### src/rtl/uart_frame_receiver.sv
// 8N1 UART receiver with 16x oversampling and 3-sample majority voting.
// Delivers bytes on a valid/ready handshake and pulses framing and overrun errors.
`timescale 1ns/1ps
module uart_frame_receiver #(
  parameter int CLK_FREQUENCY = 10000000,
  parameter int BAUD_RATE     = 57600
) (
  input  logic       clki,
  input  logic       reset,
  input  logic       rx,
  output logic [7:0] data,
  output logic       valid,
  input  logic       ready,
  output logic       frame_error,
  output logic       overrun,
  output logic       busy
);

  localparam int DIV_RAW = CLK_FREQUENCY / (BAUD_RATE * 16);
  localparam int DIV     = (DIV_RAW < 1) ? 1 : DIV_RAW;
  localparam int CW      = (DIV > 1) ? $clog2(DIV) : 1;
  localparam logic [CW-1:0] DIV_LAST = CW'(DIV - 1);

  typedef enum logic [1:0] {
    IDLE  = 2'd0,
    START = 2'd1,
    DATA  = 2'd2,
    STOP  = 2'd3
  } state_t;

  function automatic logic majority3(input logic a, input logic b, input logic c);
    return (a & b) | (a & c) | (b & c);
  endfunction

  state_t          state_r;
  state_t          state_next_s;
  logic            sync1_r;
  logic            rxs_r;
  logic            prev_r;
  logic            edge_r;
  logic [CW-1:0]   cnt_r;
  logic [3:0]      s_r;
  logic [3:0]      b_r;
  logic [1:0]      samp_r;
  logic [7:0]      shift_r;
  logic            tick_s;
  logic            maj_s;
  logic            mid_s;
  logic            last_s;
  logic            deliver_s;
  logic            ferr_s;

  assign tick_s = (state_r != IDLE) && (cnt_r == DIV_LAST);
  assign mid_s  = tick_s && (s_r == 4'd9);
  assign last_s = tick_s && (s_r == 4'd15);
  assign maj_s  = majority3(samp_r[1], samp_r[0], rxs_r);

  // Line synchronizer and registered falling-edge detector.
  always_ff @(posedge clki) begin
    if (reset) begin
      sync1_r <= 1'b1;
      rxs_r   <= 1'b1;
      prev_r  <= 1'b1;
      edge_r  <= 1'b0;
    end else begin
      sync1_r <= rx;
      rxs_r   <= sync1_r;
      prev_r  <= rxs_r;
      edge_r  <= ~rxs_r & prev_r;
    end
  end

  // Frame state register.
  always_ff @(posedge clki) begin
    if (reset) begin
      state_r <= IDLE;
    end else begin
      state_r <= state_next_s;
    end
  end

  // Next-state logic plus the stop-bit verdict strobes.
  always_comb begin
    state_next_s = state_r;
    deliver_s    = 1'b0;
    ferr_s       = 1'b0;
    case (state_r)
      IDLE: begin
        if (edge_r) state_next_s = START;
        else        state_next_s = IDLE;
      end
      START: begin
        if (mid_s && maj_s) state_next_s = IDLE;
        else if (last_s)    state_next_s = DATA;
        else                state_next_s = START;
      end
      DATA: begin
        if (last_s && (b_r == 4'd8)) state_next_s = STOP;
        else                         state_next_s = DATA;
      end
      STOP: begin
        if (mid_s) begin
          state_next_s = IDLE;
          if (maj_s) deliver_s = 1'b1;
          else       ferr_s    = 1'b1;
        end else begin
          state_next_s = STOP;
        end
      end
      default: state_next_s = IDLE;
    endcase
  end

  // Oversampling counters, data shift register and the handshake outputs.
  always_ff @(posedge clki) begin
    if (reset) begin
      cnt_r       <= '0;
      s_r         <= 4'd0;
      b_r         <= 4'd0;
      samp_r      <= 2'b11;
      shift_r     <= 8'h00;
      data        <= 8'h00;
      valid       <= 1'b0;
      frame_error <= 1'b0;
      overrun     <= 1'b0;
      busy        <= 1'b0;
    end else begin
      frame_error <= ferr_s;
      overrun     <= 1'b0;
      busy        <= (state_next_s != IDLE);
      // Holding the divider at zero while idle restarts bit timing at each start edge.
      if (state_r == IDLE) begin
        cnt_r <= '0;
        s_r   <= 4'd0;
        b_r   <= 4'd0;
      end else if (tick_s) begin
        cnt_r <= '0;
        s_r   <= s_r + 4'd1;
        if (s_r == 4'd15) b_r <= b_r + 4'd1;
      end else begin
        cnt_r <= cnt_r + CW'(1);
      end
      if (tick_s && ((s_r == 4'd7) || (s_r == 4'd8))) begin
        samp_r <= {samp_r[0], rxs_r};
      end
      if ((state_r == DATA) && mid_s) begin
        shift_r <= {maj_s, shift_r[7:1]};
      end
      if (deliver_s) begin
        if (!valid || ready) begin
          data  <= shift_r;
          valid <= 1'b1;
        end else begin
          overrun <= 1'b1;
        end
      end else if (valid && ready) begin
        valid <= 1'b0;
      end
    end
  end

endmodule

### config.mk
export PLATFORM = sky130hd
export DESIGN_NAME = uart_frame_receiver
export DESIGN_NICKNAME = d
export VERILOG_FILES = /design/src/rtl/uart_frame_receiver.sv
export SDC_FILE = /design/constraint.sdc
export NUM_CORES = 1
export LEC_CHECK = 0
export CAP_MARGIN = 10
export CORE_ASPECT_RATIO = 0.7
export CORE_UTILIZATION = 30
export DETAILED_ROUTE_END_ITERATION = 10
export DONT_BUFFER_PORTS = 1
export GPL_ROUTABILITY_DRIVEN = 0
export GPL_TIMING_DRIVEN = 1
export HOLD_SLACK_MARGIN = 0.15
export PLACE_DENSITY = 0.51
export SLEW_MARGIN = 20
export SYNTH_ARGS = -nofsm -noshare
export SYNTH_HDL_FRONTEND = slang
export SYNTH_SLANG_ARGS = --single-unit
### constraint.sdc
create_clock -name clki -period 4 [get_ports clki]
set_input_delay 0.4 -clock clki [delete_from_list [all_inputs] [get_ports clki]]
set_output_delay 0.4 -clock clki [all_outputs]
set_load 0.05 [all_outputs]
# [Word-level counts from Yosys, hierarchy flattened]
# Index checks and enable logic that the tools add are counted.
# Widths: inputs -> output; s select.
[totals] ff_bits=40 latch_bits=0 ramBits=0 mem_bits_ro=0 output_inout_bits=12 elab_cells=74 n_memories=0
[classes] add_sub_neg=3 mul=0 div_mod_pow=0 n_lt_le_gt_ge=0 n_eq_ne=10 shifts=0 mux=14 bitwise_logic=10 n_reduce_logical=22
[ops] cell="$eq 4x4->1 const B" n=5
[ops] cell="$add 4x1->4 const B" n=3
[ops] cell="$mux 1" n=10
[ops] cell="$logic_and 1x1->1" n=8
[ops] cell="$pmux 2 s4" n=1
[ops] cell="$mux 2" n=3
[ops] cell="$reduce_and 2->1" n=3
[ops] cell="$reduce_bool 2->1" n=3
[ops] cell="$reduce_or 3->1" n=2
[ops] cell="$and 1x1->1" n=4
[ops] cell="$eq 2x2->1 const B" n=2
[ops] cell="$eq 4x3->1 const B" n=1
[ops] cell="$not 1->1" n=4
[ops] cell="$reduce_or 2->1" n=2
[ops] cell="$eq 2x1->1 const B" n=1
[ops] cell="$logic_not 2->1" n=1
[ops] cell="$logic_or 1x1->1" n=2
[ops] cell="$ne 2x1->1 const B" n=1
[ops] cell="$or 1x1->1" n=2
[ops] cell="$logic_not 1->1" n=1

# [Depth between registers and ports, before layout]
[depth] word_depth=8 mapped_depth=7 mapped_depth_nobuf=6

# [Worst setup path before layout]
# OpenSTA, ideal clock, no wires.
[synth_path] path_type="register -> register" from="register cnt_r[0]" to="register shift_r[0]" setup_ps=128 arrival_time_ps=1342 required_ps=3872 slack_ps=2531 stages_incl_launch_ff=7 path_buffers=1 period_less_slack_ps=1469 cell_sequence="dfxtp_1 ha_1 nand3b_4 nor4b_2 buf_6 mux2i_1 nor2_1"
[synth_via] elab_chain_len=4
[synth_lines] element="start: declaration" line_no="41" text="logic [CW-1:0] cnt_r;"
[synth_lines] element="start signal: assignment" line_no="141" text="cnt_r <= cnt_r + CW'(1);"
[synth_lines] element="$eq 4x4->1" line_no="53" text="assign tick_s = (state_r != IDLE) && (cnt_r == DIV_LAST);"
[synth_lines] element="$logic_and 1x1->1" line_no="53"
[synth_lines] element="$logic_and 1x1->1" line_no="54" text="assign mid_s = tick_s && (s_r == 4'd9);"
[synth_lines] element="$logic_and 1x1->1" line_no="146" text="if ((state_r == DATA) && mid_s) begin"
[synth_lines] element="end signal: assignment" line_no="147" text="shift_r <= {maj_s, shift_r[7:1]};"
[synth_lines] element="end: declaration" line_no="45" text="logic [7:0] shift_r;"
# Every way passes these cells.
# A chain may end at the register's enable or synchronous reset.

# [Worst setup path after layout]
[layout_path] from="register cnt_r[0]" to="register data[4]"
[layout_via] elab_chain_len=6
[layout_lines] element="$eq 4x4->1" line_no="53"
[layout_lines] element="$logic_and 1x1->1" line_no="53"
[layout_lines] element="$logic_and 1x1->1" line_no="54"
[layout_lines] element="$mux 1" line_no="102" text="if (mid_s) begin"
[layout_lines] element="$mux 1" line_no="87" text="case (state_r)"
[layout_lines] element="$reduce_and 2->1 (no source line)"
[layout_lines] element="end signal: assignment" line_no="151" text="data <= shift_r;"
[layout_lines] element="end: declaration" line_no="11" text="output logic [7:0] data,"
# Every way passes these cells.

==> key figures <==
GRT
  • Antenna violations before repair: 0
  • Grt ovf: 0
  • Pin count of the biggest net entering global routing: 39
  • Vias in the first global route: 1,038
  • Total GRT Usage: 0.108
  • First-pass GRT wire length: 4980 microns

Synth
  • Yosys reg bits: 40
  • Avg Inst Size Synth: 10.1 sq um
  • Post-synth top area share: 0.449
  • Synth Instances: 176
  • Post-synth EDFFs: 0
  • Post-synthesis adder-cell area fraction: 0.0555
  • Top-count cell post-synth: dfxtp_1
  • Netlist Area Pre-Place: 0.00178 sq mm
  • Cell accounting for the most synthesized area: dfxtp_1
  • Mapped Nets: 187
  • Yosys warns: 0
  • Synth area leaders: dfxtp_1 (45%), mux2i_1 (9.6%), nand2b_1 (6.0%), ha_1 (4.9%), nor2_1 (4.4%)
  • Main combinational cell family by area after synthesis: simple AND/OR/NAND/NOR gates
  • Synth Area in Compound Gates: 0.0555
  • XOR/XNOR share of the synthesized area: 0.0344
  • Post-synthesis simple-gate area fraction: 0.267
  • Synth async-reset ratio: 0
  • Top cells by count, synth: dfxtp_1 (40), nor2_1 (21), mux2i_1 (17), nand2b_1 (17), ha_1 (7)
  • Top_reg_cell synth: dfxtp_1
  • Proportion of synthesized area in mux cells: 0.0955
  • Count of cell types in the netlist: 40
  • Sequential element share of the synthesized area: 0.449

Timing
  • Final Hold Vio Count: 0
  • Clock period minus worst slack: 2.13 ns
  • RSZ-0062 raised after global routing: false
  • Peak Freq: 469 MHz
  • Final setup viols: 0
  • Layout Skew: 0.00584 ns
  • Final Max Tran Viols: 0
  • Worst slew pin tran: 0.912 ns
  • Setup tns final: 0 ns
  • Fin crit share: 0.533
  • Normalized max-slew margin: 0.391
  • Hold Worst Slack: 0.169 ns

Clocking
  • Clock transition at path regs: 0.08 ns
  • CTS tree: built
  • CTS Buffer Depth: 2
  • Setup bufs post-CTS: 0
  • Hold_buf cts: 0
  • PostCTS Resize Cnt: 0
  • TritonCTS buffer count: 5
  • # H-tree levels: 2
  • Clk_lat worst skew: 0.29 ns
  • Root Driver: clkbuf_8
  • # clock sinks: 40

Floorplanning
  • Die height: 66.5 microns
  • Row count: 23
  • Die Area: 0.00626 sq mm
  • Initial Utilization: 0.311
  • Die X: 94.1 microns
  • Io pins: 16
  • CORE AREA: 0.00573 sq mm

Final layout
  • Nets: 186
  • Layout cells sized above 1: 0.142
  • Diode count: 0
  • Syn-to-layout area delta: 8.50%

Detailed routing
  • Remaining DRCs: 0
  • Vias per inst: 4.41
  • Router iterations before antenna repair: 4
  • Final ANT Viol Nets: 0
  • DR iter-0 viols: 28
  • Met1 wire length: 1600 microns
  • Met2 wire len: 1080 microns
  • Detailed-route wire length per cell: 11.5 microns
  • Max Used Layer: met4
  • Vias post-DR: 1,108
  • Post-Route WL: 2880 microns
  • DR WL met3: 166 microns

Setup path
  • Critical path launch point type: flip-flop
  • Crit path DAT: 2.35 ns
  • Kind of critical path: reg2reg
  • CP max FO: 8
  • Worst setup EP type: flip-flop
  • Critical Path RT: 4.22 ns

Pwr
  • Worst vdd ir: 0.124 mV
  • P_leak: 0.634 nW
  • PwrDens: 376 mW/mm^2

Worst hold path
  • Hold Path Class: in2reg

Status
  • Status: finished clean

Job
  • Max capacitance violation total: 0

Placement
  • Port Buffers: 0
  • Detail Placement HPWL: 1990 microns
## per-stage QoR
stage / worst slack (ns) / instances / util / cell area, sq um / total power [mW]
6_report: 1.87 / 251 / 0.338 / 1930 / 0.727
5_1_grt: 1.63 / 251 / 0.338 / 1930 / 0.764
4_1_cts: 1.76 / 250 / 0.334 / 1910 / 0.743
3_5_place_dp: 1.79 / 242 / 0.318 / 1820 / 0.461
3_3_place_gp: 1.79 / 242 / 0.318 / 1820 / 0.462
2_1_floorplan: 2.53 / 176 / - / 1780 / 0.460
## layer usage
| metal | vias up | global-route usage |
|---|---|---|
| met5 | - | 0 |
| met3 | 5 | 0.0468 |
| met4 | 0 | 0.0519 |
| met2 | 18 | 0.135 |
| met1 | 494 | 0.154 |
| li1 | 591 | - |
## sequential cells by signal (all words and copies together), names as in the netlist
register / count
sync1_r: 1
shift_r: 8
s_r: 4
edge_r: 1
valid: 1
rxs_r: 1
overrun: 1
state_r: 2
data: 8
b_r: 4
frame_error: 1
prev_r: 1
samp_r: 2
busy: 1
cnt_r: 4
## cell type report
type	count	area, sq um
fillers	585	3790
multi-input cells	121	913
flip-flops and latches	40	801
well taps	75	93.8
clock buffers	6	82.6
inverters	6	22.5
clock inverters	2	10.0
repair buffers	1	10.0
## logic make-up after synthesis
| logic type | after synthesis |
|---|---|
| AOI/OAI and AO/OA | 13 |
| and+or+nand+nor | 76 |
| adders and majority gates | 8 |
| DFF | 40 |
| muxes | 17 |
| xor gates and xnor gates | 7 |
| buffers and inverters | 15 |
## cell usage in the layout, fill, tap and decap left out, types with 2 or more instances in the layout
cell type / synthesis / layout
dfxtp_1: 40 / 40
a21oi_1: 4 / 4
nor3_1: 5 / 5
xnor2_1: 6 / 6
nand2b_1: 17 / 17
nand3b_1: 3 / 3
nor2_2: 2 / 2
inv_1: 6 / 6
or2_2: 2 / 2
and3b_1: 2 / 2
ha_1: 7 / 7
clkinv_2: 0 / 2
a211o_1: 2 / 2
or2_1: 2 / 2
clkbuf_8: 0 / 6
nand3_1: 3 / 3
o31ai_1: 2 / 2
nor2_1: 21 / 21
nor2b_1: 3 / 3
nor3_2: 2 / 2
mux2i_1: 17 / 17
nand2_1: 4 / 4
## final timing paths
path / start / to / slack [ns] / cells past startpoint
worst min-delay path: reset / shift_r[3] / 0.17 / 1
worst max-delay path: cnt_r[0] / data[4] / 1.87 / 5
worst min register to register: sync1_r / rxs_r / 0.41 / 1
worst max register to register: cnt_r[0] / data[4] / 1.87 / 5
## critical path, cell delays in order (launching register included)
cell	delay, ns
dfxtp_1	0.38
ha_1	0.23
and3b_1	0.25
nand4b_1	0.19
nor2b_1	0.75
mux2i_1	0.26
## power breakdown
group | total, mW | switching (mW) | internal [mW]
Combinational | 0.0331 | 0.0203 | 0.0128
Clock | 0.274 | 0.136 | 0.138
Sequential | 0.420 | 0.0151 | 0.405
Power figures use the tool's default switching activity.
